===== src/rtl/uart_rx_cfg.sv =====
// uart_rx_cfg: parametrised UART receiver with false-start rejection and frame/parity/overrun flags.
// Optional define UART_RX_MAJORITY_EN selects a 2-of-3 majority vote around each mid-bit sample.
module uart_rx_cfg #(
    parameter int CLK_DIV   = 2604,
    parameter int DATA_BITS = 8,
    parameter int PARITY    = 0
) (
    input  logic                 clk,
    input  logic                 rst_n,
    input  logic                 RX,
    input  logic                 clr_rdy,
    output logic [DATA_BITS-1:0] rx_data,
    output logic                 rdy,
    output logic                 frame_err,
    output logic                 parity_err,
    output logic                 overrun
);
    localparam logic [11:0] HALF_LOAD = 12'(CLK_DIV / 2 - 1);
    localparam logic [11:0] FULL_LOAD = 12'(CLK_DIV - 1);
    localparam int          BCW       = $clog2(DATA_BITS + 1);
    localparam logic [BCW-1:0] LAST_BIT = BCW'(DATA_BITS - 1);

    typedef enum logic [2:0] {
        IDLE,
        START,
        DATA,
        PAR_BIT,
        STOP
    } state_t;

    state_t               state;
    logic                 rx_meta;
    logic                 rx_s;
    logic [11:0]          baud_cnt;
    logic [BCW-1:0]       bit_cnt;
    logic [DATA_BITS-1:0] shift_reg;
    logic                 par_bit;
    logic                 tick;
    logic                 step;
    logic                 bit_val;
    logic                 data_xor;
    logic                 par_mismatch;

    // Two-flop synchroniser; the line idles high so the flops reset to 1.
    always_ff @(posedge clk or negedge rst_n) begin
        if (!rst_n) begin
            rx_meta <= 1'b1;
            rx_s    <= 1'b1;
        end else begin
            rx_meta <= RX;
            rx_s    <= rx_meta;
        end
    end

    assign tick = (state != IDLE) && (baud_cnt == 12'd0);

`ifdef UART_RX_MAJORITY_EN
    logic samp_pre;
    logic samp_mid;

    // Votes use the samples at counts 1 and 0 plus the live one, so bit decisions land a cycle after the tick.
    always_ff @(posedge clk or negedge rst_n) begin
        if (!rst_n) begin
            samp_pre <= 1'b1;
            samp_mid <= 1'b1;
        end else if (state != IDLE) begin
            if (baud_cnt == 12'd1)
                samp_pre <= rx_s;
            if (baud_cnt == 12'd0)
                samp_mid <= rx_s;
        end
    end

    assign step    = (state != IDLE) && (baud_cnt == FULL_LOAD);
    assign bit_val = (samp_pre & samp_mid) | (samp_pre & rx_s) | (samp_mid & rx_s);
`else
    assign step    = tick;
    assign bit_val = rx_s;
`endif

    assign data_xor     = ^{shift_reg, par_bit};
    assign par_mismatch = (PARITY == 1) ? ~data_xor :
                          (PARITY == 2) ?  data_xor : 1'b0;

    always_ff @(posedge clk or negedge rst_n) begin
        if (!rst_n) begin
            state      <= IDLE;
            baud_cnt   <= 12'd0;
            bit_cnt    <= '0;
            shift_reg  <= '0;
            par_bit    <= 1'b0;
            rx_data    <= '0;
            rdy        <= 1'b0;
            frame_err  <= 1'b0;
            parity_err <= 1'b0;
            overrun    <= 1'b0;
        end else begin
            if (clr_rdy) begin
                rdy     <= 1'b0;
                overrun <= 1'b0;
            end

            if (state == IDLE) begin
                if (!rx_s) begin
                    state    <= START;
                    baud_cnt <= HALF_LOAD;
                    bit_cnt  <= '0;
                end
            end else if (tick) begin
                baud_cnt <= FULL_LOAD;
            end else begin
                baud_cnt <= baud_cnt - 12'd1;
            end

            // Completion assignments come after the clr_rdy block so a same-cycle completion wins.
            if (step) begin
                case (state)
                    START: begin
                        state <= bit_val ? IDLE : DATA;
                    end
                    DATA: begin
                        shift_reg <= {bit_val, shift_reg[DATA_BITS-1:1]};
                        bit_cnt   <= bit_cnt + BCW'(1);
                        if (bit_cnt == LAST_BIT)
                            state <= (PARITY != 0) ? PAR_BIT : STOP;
                    end
                    PAR_BIT: begin
                        par_bit <= bit_val;
                        state   <= STOP;
                    end
                    STOP: begin
                        state      <= IDLE;
                        rx_data    <= shift_reg;
                        rdy        <= 1'b1;
                        frame_err  <= ~bit_val;
                        parity_err <= par_mismatch;
                        if (rdy)
                            overrun <= 1'b1;
                    end
                    default: begin
                        state <= IDLE;
                    end
                endcase
            end
        end
    end

endmodule


===== config.mk =====
export PLATFORM = sky130hd
export DESIGN_NAME = uart_rx_cfg
export DESIGN_NICKNAME = d
export VERILOG_FILES = /design/src/rtl/uart_rx_cfg.sv
export SDC_FILE = /design/constraint.sdc
export NUM_CORES = 1
export LEC_CHECK = 0
export BUFFER_PORTS_ARGS = -buffer_cell sky130_fd_sc_hd__clkbuf_2
export CAP_MARGIN = 5
export CORE_MARGIN = 2
export CORE_UTILIZATION = 39
export DETAILED_ROUTE_END_ITERATION = 6
export HOLD_SLACK_MARGIN = 0.12
export PLACE_DENSITY = 0.65
export SKIP_CTS_REPAIR_TIMING = 1
export SLEW_MARGIN = 20
export SYNTH_ARGS = -nofsm -noshare
export SYNTH_HDL_FRONTEND = slang
export SYNTH_SLANG_ARGS = --single-unit

===== constraint.sdc =====
create_clock -name clk -period 2.2 [get_ports clk]
set_clock_uncertainty 0.1 [all_clocks]
set_input_delay 0.22 -clock clk [delete_from_list [all_inputs] [get_ports clk]]
set_output_delay 0.22 -clock clk [all_outputs]
set_load 0.005 [all_outputs]

==> reports/qor.csv <==
stage;metric;value;unit
status;status;finished, final reports clean;
cells_and_area;fillers;434;
routing;route.detailed.drc;0;
clock_tree;h-tree-depth;2;
sta;finalSetupTns;0;ns
synthesis;synth_seq_cells;40;
synthesis;synthArstFlopShare;1.00;
clock_tree;cts_num_sinks;40;
synthesis;synth_edf_count;0;
synthesis;synthCells;168;
placed_design;port_buffers;14;
sta;max_freq;494;MHz
pwr;p_leak;1.06;nW
synthesis;ys.flop_type;dfrtp_1;
clock_tree;cts_tree;done;
floorplanning;dieHeight;73.4;microns
cells_and_area;instances_no_fill;250;
pwr;p_int;1.12;mW
synthesis;syn-num-nets;175;
floorplanning;num_io_pins;16;
cells_and_area;areaGrowthSynthToFinish;17.8;%
sta;final_max_slew_viol_count;0;
pwr;clkPwrFrac;0.449;
routing;viasPerCell;5.30;
clock_tree;cts-root-buf;clkbuf_8;
sta;worst_pin_slew;0.607;ns
routing;wl_per_cell;14.1;microns
floorplanning;dieArea;0.00539;sq mm
pwr;p_sw_frac;0.194;
floorplanning;die_w;73.4;microns
sta;finalSetupViolCount;0;
global_routing;gr-total-overflow;0;
synthesis;syn-cell-area;0.00188;sq mm
sta;rsz0062_at_grt;false;
synthesis;syn_area_per_cell;11.2;sq um
synthesis;yosys.cell_types.count;45;
routing;detail_route.first_pass.iterations;4;
setup_path;required;2.28;ns
cells_and_area;largest_reg_flops;12;
global_routing;grt_pass1_wl;6.02;mm
sta;period_share;0.921;
sta;slew_headroom;0.595;
global_routing;grt_max_degree;41;
routing;wirelength;3.51;mm
min_path;hold_path.class;reg2reg;
floorplanning;num_rows;25;
sta;hold_viol_final;0;
cells_and_area;insertedDiodeCount;0;
floorplanning;fp.coreArea;0.00469;sq mm
global_routing;grt_pass1_vias;1259;
placed_design;gp_congestion;0.815;
routing;ant_nets;0;
global_routing;grt_antenna_before_repair;0;
synthesis;yosysWarnings;0;
clock_tree;clk_latency;0.29;ns
floorplanning;start_util;0.401;
placed_design;dp_cells;239;
run;cap_violations;0;
pwr;power.net_switching;0.269;mW
clock_tree;clk_pin_slew;0.07;ns
cells_and_area;finalNetCount;202;
setup_path;critPathCaptureType;flop;
sta;period_needed;2.03;ns
clock_tree;clockBufferDepth;2;
clock_tree;numCtsBuffers;5;
routing;drtIter0Drc;64;
setup_path;worstSetupPathType;reg2reg;
cells_and_area;final_layout_size_suffix_gt1_frac;0.296;
pwr;seq_power_share;0.535;
pwr;power.density;625;mW/mm^2
global_routing;grtUsageTotal;0.148;
routing;num_vias;1325;
setup_path;crit_fanout;6;
pwr;share_comb_of_total_power;0.017;
setup_path;critPathLaunchType;flop;
setup_path;cp_data_arrival_time;2.11;ns
pwr;vdd_drop_max;545;uV
synthesis;ys_seq_area_frac;0.534;
placed_design;hpwl;2.44;mm
-- metal layers --
| metal | wire length [microns] | GRT usage | up-vias | part of all wire |
|---|---|---|---|---|
| met5 | 0 | 0 | - | 0 |
| met4 | 69 | 0.0667 | 0 | 0.020 |
| met3 | 118 | 0.0343 | 6 | 0.034 |
| met2 | 1570 | 0.220 | 21 | 0.45 |
| met1 | 1760 | 0.206 | 641 | 0.50 |
| li1 | - | - | 657 | - |
-- synth_stat cells (4+ instances only) --
master	n	area [sq um]
dfrtp_1	38	951
nand2_1	13	48.8
a21oi_1	11	55.1
o21ai_0	11	55.1
inv_1	9	33.8
mux2_2	9	101
nor2_1	8	30.0
mux2_4	7	105
nand3_1	6	30.0
clkbuf_1	5	18.8
or3_1	4	25.0
-- path summary, 6_finish.rpt --
path,slack (ns),start,to,cells after the start
worst max-delay path,0.17,baud_cnt[0],baud_cnt[8],6
worst min register to register,0.26,rx_meta,bit_val,0
worst max register to register,0.17,baud_cnt[0],baud_cnt[8],6
min in group asynchronous,0.42,rst_n,shift_reg[6],3
max in group asynchronous,1.23,rst_n,bit_val,3
worst min-delay path,0.26,rx_meta,bit_val,0
-- layout make-up --
class                           count  area (sq um)  share of cell area
Inverter                            9          33.8              0.0153
Timing Repair Buffer               28           183              0.0825
Clock inverter                      2          38.8              0.0175
Multi-Input combinational cell    111           806               0.364
Tap cell                           54          67.6              0.0305
Sequential cell                    40          1000               0.453
Clock buffer                        6          82.6              0.0373
-- worst max-delay path, stage by stage, from the launching register on --
cell and delay, ns:
dfrtp_1 0.43, inv_1 0.11, ha_1 0.20, or3b_2 0.53
nor4_2 0.19, o21ai_0 0.13, a31o_2 0.22
-- power by group through the flow --
stage	registers, mW	logic [mW]	clock network, mW
after global placement	0.755	0.0200	0
after CTS	0.740	0.0200	0.638
final	0.740	0.0229	0.622
after detailed placement	0.755	0.0200	0
after floorplan	0.754	0.00272	0
after global routing	0.741	0.0278	0.669
-- placed cells by master, fill, tap and decap left out, drive strengths merged, types with 3 or more instances in the layout --
cell type and count:
o31ai 3, nor3 4, dlygate4sd3 3, nand3 6
ha 3, a21oi 11, nand2 13, buf 11
nor2 8, o21ai 11, inv 9, dfrtp 38
nor4 4, a31oi 3, clkbuf 20, or3 4
mux2 16
-- through the flow --
step	utilization	power (mW)	hold WS (ns)	instance area (sq um)	setup WS, ns
global placement	0.438	0.775	0.205	2060	0.184
finish	0.472	1.38	0.257	2210	0.174
CTS	0.464	1.40	-0.115	2180	0.145
global route	0.472	1.44	0.267	2210	0.0284
floorplan	-	0.757	-0.176	1880	0.293
detailed placement	0.438	0.775	0.204	2060	0.162
-- cells by family after synthesis --
logic type               Yosys count  share of synthesized area
AND/OR/NAND/NOR                   51                      0.157
flip-flops                        40                      0.534
AO/OA/AOI/OAI                     39                      0.131
buffers and inverters             17                     0.0406
multiplexers                      17                      0.115
adder cells (fa/ha/maj)            3                     0.0200
other                              1                    0.00200
Power figures use the tool's default switching activity.
